[src/rtl/fifo_pkg.sv]
// Shared async-FIFO definitions: pointer width, skid state encoding, gray/binary helpers.
package fifo_pkg;

  localparam int unsigned MAX_PTR_W = 16;

  typedef enum logic [1:0] {
    SKID_EMPTY = 2'd0,
    SKID_ONE   = 2'd1,
    SKID_TWO   = 2'd2
  } skid_state_e;

  // Pointer width including the wrap bit
  function automatic int unsigned ptr_w(input int unsigned depth);
    return int'($clog2(depth)) + 1;
  endfunction

  function automatic logic [MAX_PTR_W-1:0] bin2gray(input logic [MAX_PTR_W-1:0] b);
    return b ^ (b >> 1);
  endfunction

  // Narrower pointers are zero-extended, which leaves the conversion exact
  function automatic logic [MAX_PTR_W-1:0] gray2bin(input logic [MAX_PTR_W-1:0] g);
    logic [MAX_PTR_W-1:0] b;
    b[MAX_PTR_W-1] = g[MAX_PTR_W-1];
    for (int i = MAX_PTR_W - 2; i >= 0; i--) begin
      b[i] = b[i+1] ^ g[i];
    end
    return b;
  endfunction

endpackage

[src/rtl/sync_2ff.sv]
// Two-flop synchroniser with no logic between stages; shared by both FIFO clock domains.
module sync_2ff #(
  parameter int unsigned WIDTH = 4
) (
  input  logic             clk,
  input  logic             reset,
  input  logic [WIDTH-1:0] d,
  output logic [WIDTH-1:0] q
);

  logic [WIDTH-1:0] meta;

  always_ff @(posedge clk) begin
    if (reset) begin
      meta <= '0;
      q    <= '0;
    end else begin
      meta <= d;
      q    <= meta;
    end
  end

endmodule

[src/rtl/wr_ingress_ctrl.sv]
// Write-domain FIFO front end: 2-entry skid buffer, read-pointer sync, fill level.
// Optional high-water mark register enabled by defining WR_INGRESS_HWM_EN.
module wr_ingress_ctrl
  import fifo_pkg::*;
#(
  parameter int unsigned DEPTH     = 8,
  parameter int unsigned D_WIDTH   = 8,
  parameter int unsigned AF_THRESH = 6,
  parameter int unsigned PTR_W     = ptr_w(DEPTH)
) (
  input  logic               wclk,
  input  logic               reset,
  input  logic               s_valid,
  input  logic [D_WIDTH-1:0] s_data,
  output logic               s_ready,
  input  logic [PTR_W-1:0]   gray_r_ptr,
  output logic [PTR_W-1:0]   gray_r_ptr_syn,
  input  logic               full,
  input  logic [PTR_W-1:0]   bin_w_ptr,
  input  logic [PTR_W-1:0]   bin_r_ptr,
  output logic               w_en,
  output logic [D_WIDTH-1:0] w_data,
  output logic [PTR_W-1:0]   fill_level,
  output logic               almost_full,
  input  logic               hwm_clr,
  output logic [PTR_W-1:0]   hwm
);

  skid_state_e        state_q, state_d;
  logic [D_WIDTH-1:0] head_q, head_d;
  logic [D_WIDTH-1:0] tail_q, tail_d;
  logic               accept;
  logic               drain;

  assign accept = s_valid & s_ready;
  assign drain  = w_en;

  // State register; ready looks ahead so the producer stalls before the tail is needed
  always_ff @(posedge wclk) begin
    if (reset) begin
      state_q <= SKID_EMPTY;
      head_q  <= '0;
      tail_q  <= '0;
      s_ready <= 1'b0;
    end else begin
      state_q <= state_d;
      head_q  <= head_d;
      tail_q  <= tail_d;
      s_ready <= (state_d != SKID_TWO);
    end
  end

  // Next-state and skid data movement; head always holds the oldest entry
  always_comb begin
    state_d = state_q;
    head_d  = head_q;
    tail_d  = tail_q;
    unique case (state_q)
      SKID_EMPTY: begin
        if (accept) begin
          state_d = SKID_ONE;
          head_d  = s_data;
        end
      end
      SKID_ONE: begin
        if (accept && drain) begin
          head_d = s_data;
        end else if (accept) begin
          state_d = SKID_TWO;
          tail_d  = s_data;
        end else if (drain) begin
          state_d = SKID_EMPTY;
        end
      end
      SKID_TWO: begin
        if (drain) begin
          state_d = SKID_ONE;
          head_d  = tail_q;
        end
      end
      default: state_d = SKID_EMPTY;
    endcase
  end

  // Write request towards the FIFO port
  always_comb begin
    w_en = (state_q != SKID_EMPTY) & ~full;
  end

  assign w_data = head_q;

  // Modulo subtraction keeps the level correct across the wrap bit
  assign fill_level  = bin_w_ptr - bin_r_ptr;
  assign almost_full = (fill_level >= PTR_W'(AF_THRESH));

  sync_2ff #(
    .WIDTH (PTR_W)
  ) u_rptr_sync (
    .clk   (wclk),
    .reset (reset),
    .d     (gray_r_ptr),
    .q     (gray_r_ptr_syn)
  );

`ifdef WR_INGRESS_HWM_EN
  // Peak occupancy; clear wins over update
  always_ff @(posedge wclk) begin
    if (reset || hwm_clr) begin
      hwm <= '0;
    end else if (fill_level > hwm) begin
      hwm <= fill_level;
    end
  end
`else
  logic unused_hwm_clr;
  assign unused_hwm_clr = hwm_clr;
  assign hwm            = '0;
`endif

endmodule

[config.mk]
export PLATFORM = sky130hd
export DESIGN_NAME = wr_ingress_ctrl
export DESIGN_NICKNAME = d
export VERILOG_FILES = /design/src/rtl/fifo_pkg.sv /design/src/rtl/sync_2ff.sv /design/src/rtl/wr_ingress_ctrl.sv
export SDC_FILE = /design/constraint.sdc
export NUM_CORES = 1
export LEC_CHECK = 0
export CAP_MARGIN = 20
export CORE_MARGIN = 3
export CORE_UTILIZATION = 40
export DETAILED_ROUTE_END_ITERATION = 10
export GPL_ROUTABILITY_DRIVEN = 0
export HOLD_SLACK_MARGIN = 0.12
export PLACE_DENSITY = 0.75
export SYNTH_ARGS = -nofsm -noshare
export SYNTH_HDL_FRONTEND = slang
export SYNTH_SLANG_ARGS = --single-unit
[constraint.sdc]
create_clock -name wclk -period 1.7 [get_ports wclk]
set_input_delay 0.34 -clock wclk [delete_from_list [all_inputs] [get_ports wclk]]
set_output_delay 0.34 -clock wclk [all_outputs]
set_load 0.005 [all_outputs]
==> results by group <==
Finish
  – Non-filler instance count after layout: 199
  – # diodes: 0
  – Multi-input logic area: 643 um^2
  – Storage cell area: 546 um^2
  – Fillers: 241
  – Post-route cell area: 0.00178 mm^2
  – Layout cell share with drive strength beyond 1: 26.8%
  – Final core occ: 63.0%
  – Layout area overhead: 45.4%
  – Post-layout nets: 198

STA
  – Final hold vios: 0
  – Tmin final: 1.86 ns
  – Fmax: 538 MHz
  – Hold Slack: 0.454 ns
  – PnR worst setup slack: -0.160 ns
  – Final period util: 109%
  – Setup TNS: -0.250 ns
  – Final setup violation count: 4
  – RSZ-0062 raised after global routing: true
  – Slew Viols, Final: 0
  – Layout Skew: 0.00973 ns

Floorplanning
  – Row cnt: 19
  – Die ar.: 0.00377 mm^2
  – Initial Utilization: 43.3%
  – Die W: 61.4 um
  – Core area: 0.00283 mm^2
  – Io pins: 48
  – Die height: 61.4 um

Drt
  – Drt first pass iters: 3
  – DRT iter0 DRCs: 5
  – WL per Instance: 13.4 um
  – Final wirelength: 2660 um
  – Vias per cell: 4.94
  – Antenna-violating nets left: 0
  – DRC viols: 0
  – M1 WL: 1080 um
  – Via count: 984
  – DR WL met2: 1410 um
  – Highest Signal Layer: met4
  – Met3 WL: 112 um

Clock network
  – Clock Latency Late Sink: 0.33 ns
  – Number of CTS-inserted buffers: 3
  – Clock slew at reported path FFs: 0.14 ns
  – Clock sink count: 27
  – Max H-tree Level: 1
  – Hold-fix buffers, CTS: 0
  – Clock root buffer master: clkbuf_4
  – CTS tree: built
  – Worst-case clock buffer depth: 2

Critical path
  – Reg2reg start: state_q[1]
  – CP Max Fanout: 2
  – Reg2reg end: w_data[7]
  – Critical Path Start: bin_w_ptr[0]
  – R2R cell count: 4
  – Crit path launch type: input pin
  – Critical Path Sink: almost_full
  – Setup slack, reg-to-reg: 0.39 ns
  – Setup CP Type: input pin to output port
  – Worst Path Arrival: 1.52 ns
  – CP Capture Type: output port
  – CP required: 1.36 ns

Pwr
  – Total power: 1.24 mW
  – Leakage Power: 0.761 nW
  – PD cells: 698 mW/mm^2
  – Max rail drop VDD: 0.518 mV

Yosys
  – Synth unique cells: 27
  – Synth Cell Area: 0.00123 mm^2
  – Seq cells post-synth: 27
  – Sequential area share after synthesis: 44.1%
  – Synth Warn #: 0
  – Cells after Synth: 116
  – Syn Area/Cell: 10.6 um^2

Placed design
  – Placed Instances: 192
  – Pre-CTS setup slack: -0.934 ns
  – # port buffers: 42
  – Area post-placement: 0.00170 mm^2
  – Post-DP HPWL: 2070 um

Global route
  – Vias in the first global route: 992
  – Largest net degree at the start of global routing: 17
  – Global-route wire length before repair: 4240 um
  – GR Overflow Total: 0
  – Initial antenna violation count: 0
  – Total GRT Usage: 15.4%

Hold path
  – Hold path start: u_rptr_sync.meta[2]
  – Hold WC Path Type: flip-flop to flip-flop

Status
  – Status: finished, violations left
  – Violated checks: negative setup slack

Job
  – Max cap viols: 0
## metal layers
layer,GRT usage (%),vias up
met4,8.48,0
met2,29.9,32
met5,0,-
met3,2.10,5
met1,15.5,459
li1,-,488
## registers in the layout, summed over array words and instances (netlist names)
| register | flops |
|---|---|
| u_rptr_sync.meta | 4 |
| tail_q | 8 |
| u_rptr_sync.q | 4 |
| state_q | 2 |
| w_data | 8 |
| s_ready | 1 |
## worst min path at each step
stage | to | depth (start not counted)
final | u_rptr_sync.q[2] | 1
after global routing | u_rptr_sync.q[1] | 1
after CTS | u_rptr_sync.q[2] | 1
after detailed placement | u_rptr_sync.q[2] | 1
after global placement | u_rptr_sync.q[3] | 1
after floorplan | u_rptr_sync.q[0] | 1
## layout by cell type (no fill, tap or decap), types with 2 or more instances in the layout
cell and count:
clkdlybuf4s15_2 3, a21oi_1 2, buf_2 3, buf_4 10
dfxtp_1 25, inv_4 2, nor2_1 17, a211oi_1 3
dlygate4sd2_1 3, ha_4 2, mux2i_1 18, a211oi_2 5
clkbuf_4 3, inv_2 2, conb_1 4, inv_1 3
nor2b_1 8, nand2_2 2, xnor2_1 2, nand2_1 2
a21o_1 2, clkdlybuf4s50_1 31
## synth_stat cells
cell type	number	area, um^2
dfxtp_1	27	541
mux2i_1	18	180
nor2_1	17	63.8
nor2b_1	8	50.1
inv_1	7	26.3
a211oi_2	5	62.6
buf_4	4	30.0
a211oi_1	3	22.5
ha_1	3	37.5
a21o_1	2	15.0
a21oi_1	2	10.0
buf_6	2	22.5
nand2_1	2	7.51
nand2_2	2	12.5
xnor2_1	2	17.5
a22oi_1	1	7.51
a31oi_1	1	6.26
a41o_4	1	21.3
and3b_2	1	10.0
clkbuf_1	1	3.75
conb_1	1	3.75
dlymetal6s2s_1	1	12.5
fa_1	1	20.0
nor3_4	1	16.3
nor3b_2	1	12.5
o21ai_0	1	5.00
xor2_1	1	8.76
## worst max-delay path, stage by stage
cell and delay [ns]:
buf_6 0.09, inv_4 0.04, ha_4 0.12, inv_4 0.03, fa_2 0.34, xor2_2 0.16
buf_4 0.13, a21o_1 0.14, buf_2 0.12
## power by group
group,total [mW],switching (mW),internal [mW]
sequential,0.675,0.0135,0.661
clock,0.268,0.180,0.0884
combinational,0.301,0.121,0.179
total,1.24,0.315,0.929
## cells by family (layout without fill, tap and decap cells)
kind of cell               count (synthesis)  in the layout  synth area share [%]
muxes                                     18             18                  14.7
xor gates and xnor gates                   3              3                  2.14
adders and majority gates                  4              4                  4.69
other                                      1              4                 0.306
AOI/OAI and AO/OA                         16             16                  12.2
and+or+nand+nor                           32             32                  14.1
DFF                                       27             27                  44.1
buffers and inverters                     15             64                  7.76
## area by class of cell
class / count / area share [%]
multi-input cells: 77 / 36.1
clock buffers: 3 / 1.26
clock inverters: 1 / 0.281
repair buffers: 53 / 27.9
inverters: 7 / 1.75
flip-flops and latches: 27 / 30.6
well taps: 31 / 2.18
## timing repair
action / CTS / global route
setup endpoints to repair: 6 / 4
setup buffers: 3 / 0
pin swaps: 6 / 5
resized for setup: 43 / 2
(Power assumes the default switching activity.)
